`src/rtl/adder_arbiter_if.sv`:
```
// adder_arbiter_if: request/response bus between four requesters and the shared adder
interface adder_arbiter_if #(parameter int W = 4);
   logic           ena;
   logic [3:0]     req_valid;
   logic [4*W-1:0] req_a;
   logic [4*W-1:0] req_b;
   logic [3:0]     req_ready;
   logic           rsp_valid;
   logic           rsp_ready;
   logic [1:0]     rsp_id;
   logic [W:0]     rsp_sum;
   logic           busy;
   modport master (
      output ena, req_valid, req_a, req_b, rsp_ready,
      input  req_ready, rsp_valid, rsp_id, rsp_sum, busy
   );
   modport slave (
      input  ena, req_valid, req_a, req_b, rsp_ready,
      output req_ready, rsp_valid, rsp_id, rsp_sum, busy
   );
endinterface

```
`src/rtl/adder_arbiter.sv`:
```
// adder_arbiter: round-robin arbiter granting one of four requesters access to a registered adder
module adder_arbiter #(
   parameter int W = 4
) (
   input logic            clk,
   input logic            rst,
   adder_arbiter_if.slave s
);
   typedef enum logic [1:0] {IDLE, ADD, RESP} state_t;
   state_t         state_q, state_d;
   logic [1:0]     last_q, last_d;
   logic [1:0]     id_q, id_d;
   logic [1:0]     rid_q, rid_d;
   logic [W-1:0]   a_q, a_d;
   logic [W-1:0]   b_q, b_d;
   logic [W:0]     sum_q, sum_d;
   logic [1:0]     win;
   logic [1:0]     idx;
   logic [3:0]     req_ready;
   logic           grant;
   // round-robin pick: scan farthest to nearest so the requester just after last_q wins
   always_comb begin
      win = last_q;
      idx = last_q;
      for (int k = 3; k >= 0; k--) begin
         idx = last_q + 2'(k + 1);
         if (s.req_valid[idx]) win = idx;
      end
   end
   // next-state and grant logic; reset suppresses grants combinationally
   always_comb begin
      state_d   = state_q;
      last_d    = last_q;
      id_d      = id_q;
      rid_d     = rid_q;
      a_d       = a_q;
      b_d       = b_q;
      sum_d     = sum_q;
      req_ready = '0;
      grant     = (state_q == IDLE) && s.ena && (|s.req_valid) && !rst;
      case (state_q)
         IDLE: begin
            if (grant) begin
               req_ready[win] = 1'b1;
               a_d     = s.req_a[win*W +: W];
               b_d     = s.req_b[win*W +: W];
               id_d    = win;
               last_d  = win;
               state_d = ADD;
            end
         end
         ADD: begin
            sum_d   = {1'b0, a_q} + {1'b0, b_q};
            rid_d   = id_q;
            state_d = RESP;
         end
         RESP:    state_d = s.rsp_ready ? IDLE : RESP;
         default: state_d = IDLE;
      endcase
   end
   // state registers; last_q resets to 3 so requester 0 has first priority
   always_ff @(posedge clk) begin
      if (rst) begin
         state_q <= IDLE;
         last_q  <= 2'd3;
         id_q    <= '0;
         rid_q   <= '0;
         a_q     <= '0;
         b_q     <= '0;
         sum_q   <= '0;
      end else begin
         state_q <= state_d;
         last_q  <= last_d;
         id_q    <= id_d;
         rid_q   <= rid_d;
         a_q     <= a_d;
         b_q     <= b_d;
         sum_q   <= sum_d;
      end
   end
   assign s.req_ready = req_ready;
   assign s.rsp_valid = (state_q == RESP);
   assign s.rsp_sum   = sum_q;
   assign s.rsp_id    = rid_q;
   assign s.busy      = (state_q != IDLE);
endmodule

```
`src/flat_wrapper.sv`:
```
// flat-port wrapper written by rule: the top's interface ports become plain ports
module adder_arbiter_flat 
#(
   parameter int W = 4
)
  (clk, rst, s_ena, s_req_valid, s_req_a, s_req_b, s_rsp_ready, s_req_ready, s_rsp_valid, s_rsp_id, s_rsp_sum, s_busy);
  adder_arbiter_if #(.W(W)) s_i ();
  input logic clk;
  input logic rst;
  input wire logic [$bits(s_i.ena)-1:0] s_ena;
  input wire logic [$bits(s_i.req_valid)-1:0] s_req_valid;
  input wire logic [$bits(s_i.req_a)-1:0] s_req_a;
  input wire logic [$bits(s_i.req_b)-1:0] s_req_b;
  input wire logic [$bits(s_i.rsp_ready)-1:0] s_rsp_ready;
  output wire logic [$bits(s_i.req_ready)-1:0] s_req_ready;
  output wire logic [$bits(s_i.rsp_valid)-1:0] s_rsp_valid;
  output wire logic [$bits(s_i.rsp_id)-1:0] s_rsp_id;
  output wire logic [$bits(s_i.rsp_sum)-1:0] s_rsp_sum;
  output wire logic [$bits(s_i.busy)-1:0] s_busy;
  assign s_i.ena = s_ena;
  assign s_i.req_valid = s_req_valid;
  assign s_i.req_a = s_req_a;
  assign s_i.req_b = s_req_b;
  assign s_i.rsp_ready = s_rsp_ready;
  assign s_req_ready = s_i.req_ready;
  assign s_rsp_valid = s_i.rsp_valid;
  assign s_rsp_id = s_i.rsp_id;
  assign s_rsp_sum = s_i.rsp_sum;
  assign s_busy = s_i.busy;
  adder_arbiter #(.W(W)) u_core (.clk(clk), .rst(rst), .s(s_i));
endmodule
```
`config.mk`:
```
export PLATFORM = sky130hd
export DESIGN_NAME = adder_arbiter_flat
export DESIGN_NICKNAME = d
export VERILOG_FILES = /design/src/rtl/adder_arbiter_if.sv /design/src/rtl/adder_arbiter.sv /design/src/flat_wrapper.sv
export SDC_FILE = /design/constraint.sdc
export NUM_CORES = 1
export LEC_CHECK = 0
export CAP_MARGIN = 20
export CORE_ASPECT_RATIO = 1.5
export CORE_MARGIN = 3
export CORE_UTILIZATION = 41
export CTS_BUF_LIST = sky130_fd_sc_hd__clkbuf_8
export DETAILED_ROUTE_END_ITERATION = 8
export GPL_TIMING_DRIVEN = 1
export PLACE_DENSITY = 0.8
export SETUP_SLACK_MARGIN = 0.5
export SKIP_LAST_GASP = 1
export SLEW_MARGIN = 30
export SYNTH_ARGS = -nofsm -noshare
export SYNTH_HDL_FRONTEND = slang
export SYNTH_SLANG_ARGS = --single-unit
export TNS_END_PERCENT = 50
```
`constraint.sdc`:
```
create_clock -name clk -period 1.8 [get_ports clk]
set_clock_uncertainty 0.1 [all_clocks]
set_input_delay 0.36 -clock clk [delete_from_list [all_inputs] [get_ports clk]]
set_output_delay 0.36 -clock clk [all_outputs]
set_load 0.03 [all_outputs]
```
Word-level counts from Yosys, hierarchy flattened

Index checks and enable logic that the tools add are counted.

Reductions and logical operators: 9
Mux-type cells: 16
$add $sub $neg: 4
Equal/unequal tests: 3
$lt $le $gt $ge: 5
Shifts and indexed selects: 2

Operators by type and width:

| operator                                                                             | count |
|---|---|
| 16-bit by 5-bit variable part select with 4-bit output                               | 2 |
| 2-bit by 3-bit less-than comparator with 1-bit output (second input constant)        | 4 |
| 2-bit 2-to-1 mux                                                                     | 5 |
| 4-bit 2-to-1 mux                                                                     | 2 |
| 1-bit binary-select mux with 2-bit select                                            | 3 |
| 2-bit one-hot mux with 3 select lines                                                | 1 |
| 4-bit by 4-bit adder with 5-bit output                                               | 1 |
| 2-bit adder (second input constant)                                                  | 2 |
| 1-bit logical AND                                                                    | 4 |
| 1-bit 2-to-1 mux                                                                     | 4 |
| 4-bit OR reduction                                                                   | 1 |
| 2-bit by 1-bit adder with 2-bit output (second input constant)                       | 1 |
| 1-bit demux with 2-bit select                                                        | 1 |
| 2-bit by 1-bit == test with 1-bit output (second input constant)                     | 1 |
| 2-bit == test (second input constant)                                                | 1 |
| 2-bit by 1-bit greater-or-equal comparator with 1-bit output (second input constant) | 1 |
| 2-bit zero test                                                                      | 1 |
| 2-bit by 1-bit inequality test with 1-bit output (second input constant)             | 1 |
| 2-bit AND reduction                                                                  | 1 |
| 2-bit nonzero test                                                                   | 1 |
| 1-bit zero test                                                                      | 1 |

Output and inout bits: 13
Bits of input ports: 40
Bits in registers: 21
Word-level logic and storage cells: 46

Longest topological paths before layout

Depth after elaboration: 12
Gate-level depth with buffers: 7
Depth with buffers taken out: 6

Worst setup path before layout

OpenSTA, ideal clock, no wires.

Path type: flip-flop to output port
Start: register u_core.last_q[1]
End: output s_req_ready[1]
Path buffers: 2
Slack: -478 ps
Data arrival time: 1,818 ps
Cell stages (with the launch flop): 7
Cell sequence: dfxtp_1 > buf_4 > nand2b_1 > a21oi_2 > nor3_2 > buf_6 > nor3_1

Cells in the longest elaborated chain, start to end: 12

Ends and longest elaborated chain:

| element                                                                                                                                                            | RTL line            | text |
|---|---|---|
| from (decl)                                                                                                                                                        | adder_arbiter.sv:11 | `logic [1:0] last_q, last_d;` |
| from (signal assigned)                                                                                                                                             | adder_arbiter.sv:73 | `last_q <= last_d;` |
| 2-bit adder                                                                                                                                                        | adder_arbiter.sv:26 | `idx = last_q + 2'(k + 1);` |
| 1-bit binary-select mux with 2-bit select                                                                                                                          | adder_arbiter.sv:27 | `if (s.req_valid[idx]) win = idx;` |
| 1-bit 2-to-1 mux (not written as such)                                                                                                                             | adder_arbiter.sv:27 |  |
| 2-bit 2-to-1 mux (2 in a row)                                                                                                                                      | adder_arbiter.sv:27 |  |
| 2-bit 2-to-1 mux (*)                                                                                                                                               | adder_arbiter.sv:27 |  |
| 2-bit by 3-bit less-than comparator with 1-bit output (not written as such) / 2-bit by 1-bit greater-or-equal comparator with 1-bit output (equally long branches) | adder_arbiter.sv:44 | `req_ready[win] = 1'b1;` |
| 1-bit logical AND (not written as such)                                                                                                                            | adder_arbiter.sv:44 |  |
| 1-bit 2-to-1 mux (not written as such)                                                                                                                             | adder_arbiter.sv:44 |  |
| 1-bit demux with 2-bit select (*)                                                                                                                                  | n/a                 |  |
| 4-bit 2-to-1 mux (*)                                                                                                                                               | adder_arbiter.sv:43 | `if (grant) begin` |
| 4-bit 2-to-1 mux (*)                                                                                                                                               | adder_arbiter.sv:41 | `case (state_q)` |
| to (decl)                                                                                                                                                          | flat_wrapper.sv:15  | `output wire logic [$bits(s_i.req_ready)-1:0] s_req_ready;` |

Every way passes the cells marked *; elsewhere a longest branch is shown, timed or not. The select of a mux whose other input is x is not followed.

Final worst setup path

Start: register u_core.last_q[1]
End: output s_req_ready[3]

Same word-level chain as after synthesis.

==> reports/metrics.csv <==
stage,metric,value,unit
run_status,outcome,"complete, but fails checks",
run_status,violations,negative setup slack,
sta,fmax,510,MHz
power,finalPower,1.52,mW
critical_path,start_kind,flip-flop,
cts,clk-insertion-delay-late,250,ps
global_route,first_global_vias,1673,
placed_design,routabilityCongestion,0.792,
cts,clockBufferDepth,2,
floorplanning,die_height,76.9,um
cts,cts_max_level,1,
floorplanning,fp-row-count,25,
floorplanning,die_area,4100,um^2
finish,area_growth,82.2,%
floorplanning,ioPinCount,53,
power,p_per_area,608,nW/um^2
synth,synth_seq_area_share,30.6,%
detailed_routing,dr.pass1.iters,4,
global_route,grt-ovfl-total,0,
cts,cts_sinks,21,
finish,n_antenna_cell,0,
power,clockPowerShare,19.5,%
cts,cts_tree,built,
sta,worst_pin_slew,507,ps
synth,syn_area_per_cell,8.75,um^2
synth,yosysWarnings,0,
sta,slew_headroom,66.1,%
global_route,antenna_found_initial,0,
sta,rsz0062_at_grt,true,
sta,finalHoldViolCount,0,
detailed_routing,drt_iter0_markers,48,
sta,finalCritPeriodShare,109,%
cts,cts_root_buf,clkbuf_8,
finish,most-common-layout-cells,"37 x clkdlybuf4s50_1, 34 x buf_4, 17 x buf_6, 17 x dfxtp_1, 14 x nand3_1",
floorplanning,die_w,53.3,um
placed_design,hpwl,3500,um
detailed_routing,drc,0,
power,switching_power,0.503,mW
global_route,grt_start_max_net_pins,15,
detailed_routing,via_per_inst,5.59,
global_route,grt_pass1_wl,7700,um
synth,syn-num-nets,202,
global_route,grt_usage,24.9,%
finish,layout_commonest_cell,clkdlybuf4s50_1,
power,netSwitchingFraction,33.0,%
critical_path,end_kind,primary output,
floorplanning,core,3190,um^2
detailed_routing,ant_nets,0,
finish,nNetsFinal,295,
run,cap_viol_max_count,0,
cts,cts-buffers-inserted,3,
detailed_routing,wirelength,4880,um
sta,slew_violations,0,
sta,setup_viol,6,
synth,synth_cells,157,
critical_path,critical_path.slowest_cell,dfxtp_4,
cts,hold_buffers,0,
min_path,hold_class,flip-flop to flip-flop,
finish,drive_gt1_share,40.6,%
critical_path,slowest_delay,380,ps
power,comb_power_share,44.5,%
synth,ys_ff_latch,21,
detailed_routing,vias,1616,
sta,setup_ws,-160,ps
critical_path,critical_path_class,flip-flop to primary output,
critical_path,cpMostUsedCell,buf_6,
critical_path,cp.required,1340,ps
placed_design,place_inst,272,
power,vdd_drop_max,432,uV
power,p_int,1.02,mW
critical_path,crit_arrival,1500,ps
critical_path,crit_fanout,6,
sta,final.min_clock_period,1960,ps
power,seqPwrFrac,36.0,%
finish,final_core_util,78.5,%
synth,synth_area,1370,um^2
floorplanning,start_util,43.1,%
power,p_leak,1.07,nW
synth,synth_cell_types,42,
detailed_routing,wl_per_cell,16.9,um
finish,layoutNonFillerInstCount,289,
critical_path,worstPathCellList,buf_6 > and3b_2 > nor3_4 > buf_6 > nor2_4 > buf_6,
placed_design,portBuffers,52,
cts,clk_pin_slew,70,ps
critical path, delay by kind of cell (launching register included):
kind / cells / cell delay, ps
buf+inv: 3 / 410
simple gates: 3 / 450
flops: 1 / 380
sequential cells by signal, indices dropped and copies added (netlist names):
register and cells:
u_core.s.rsp_sum 5, u_core.a_q 4, u_core.b_q 4, u_core.id_q 2
u_core.last_q 2, u_core.s.rsp_id 2, u_core.state_q 2
stage by stage:
step                      hold slack [ps]  setup slack (ps)  area, um^2  setup TNS (ps)
after floorplan                       332             -42.3        1490            -111
after global placement                342              -531        2220           -6750
after detailed placement              353              -587        2220           -7860
after CTS                             364              -179        2430            -757
after global routing                  402              -213        2500           -1110
final                                 362              -160        2500            -617
cells in the mapped netlist:
master	count	area [um^2]
nor3_1	5	25.0
nand4_1	7	43.8
nand3_1	17	85.1
a21oi_2	2	17.5
nor2_1	9	33.8
o211ai_1	1	7.51
o31ai_1	7	52.6
and3b_1	1	8.76
nand2_1	12	45.0
clkbuf_8	1	13.8
a21o_1	3	22.5
o21ai_0	1	5.00
nor3_4	1	16.3
dfxtp_1	21	420
fa_1	1	20.0
or4_4	1	11.3
o21bai_1	1	7.51
a31o_2	1	8.76
nand4b_4	1	23.8
nor3_2	1	10.0
nor2b_1	3	18.8
a211oi_1	2	15.0
buf_6	2	22.5
a32oi_1	8	70.1
a21oi_1	8	40.0
a211o_1	8	70.1
buf_4	1	7.51
nand3b_1	1	7.51
buf_8	1	15.0
nor2_4	3	33.8
mux2i_1	1	10.0
nand2b_1	5	31.3
and3_4	1	11.3
inv_1	5	18.8
clkbuf_1	3	11.3
inv_2	1	3.75
o21ai_1	1	5.00
xnor2_1	2	17.5
o21ba_1	1	10.0
or2b_1	1	7.51
a21boi_4	1	18.8
ha_1	4	50.1
routing by layer:
layer | vias up | GRT usage [%] | wire, um
met2 | 62 | 46.2 | 2740
met5 | - | 0 | 0
met1 | 769 | 28.1 | 1830
met4 | 0 | 6.14 | 53
li1 | 777 | - | -
met3 | 8 | 3.50 | 253
repair_timing:
item	4_1_cts	5_1_grt
gates resized for setup	55	26
pin swaps	17	8
setup endpoints to repair	31	33
setup buffers	9	4
hold endpoints to repair	0	0
kinds of logic (layout without fill, tap and decap cells):
family	Yosys count	in the layout	synth area share (%)
AO/OA/AOI/OAI	45	45	25.5
XOR/XNOR	2	2	1.28
adder cells (fa/ha/maj)	5	5	5.10
buffers and inverters	14	106	6.74
flip-flops	21	21	30.6
multiplexers	1	1	0.729
AND/OR/NAND/NOR	69	69	30.1
final timing paths:
| check | start | endpoint | slack, ps | cells past startpoint |
|---|---|---|---|---|
| max reg2reg | u_core.last_q[1] | u_core.a_q[1] | -20 | 9 |
| min | u_core.s.rsp_sum[2] | u_core.s.rsp_sum[2] | 360 | 2 |
| min reg2reg | u_core.s.rsp_sum[2] | u_core.s.rsp_sum[2] | 360 | 2 |
| max | u_core.last_q[1] | s_req_ready[3] | -160 | 6 |
area by class of cell:
type | count | area [um^2]
clock buffer | 3 | 41.3
clock inverter | 1 | 3.75
fill | 215 | 687
inverter | 6 | 25.0
multi-input combinational | 122 | 1050
sequential | 21 | 435
tap | 40 | 50.0
timing repair buffer | 96 | 895
power groups by stage:
stage	Sequential, mW	Combinational [mW]	Clock (mW)
after floorplan	0.559	0.318	0
after global placement	0.550	0.559	0
after detailed placement	0.553	0.578	0
after CTS	0.545	0.641	0.307
after global routing	0.553	0.725	0.320
final	0.548	0.678	0.296
No activity file was read; power rests on OpenSTA's default activity.
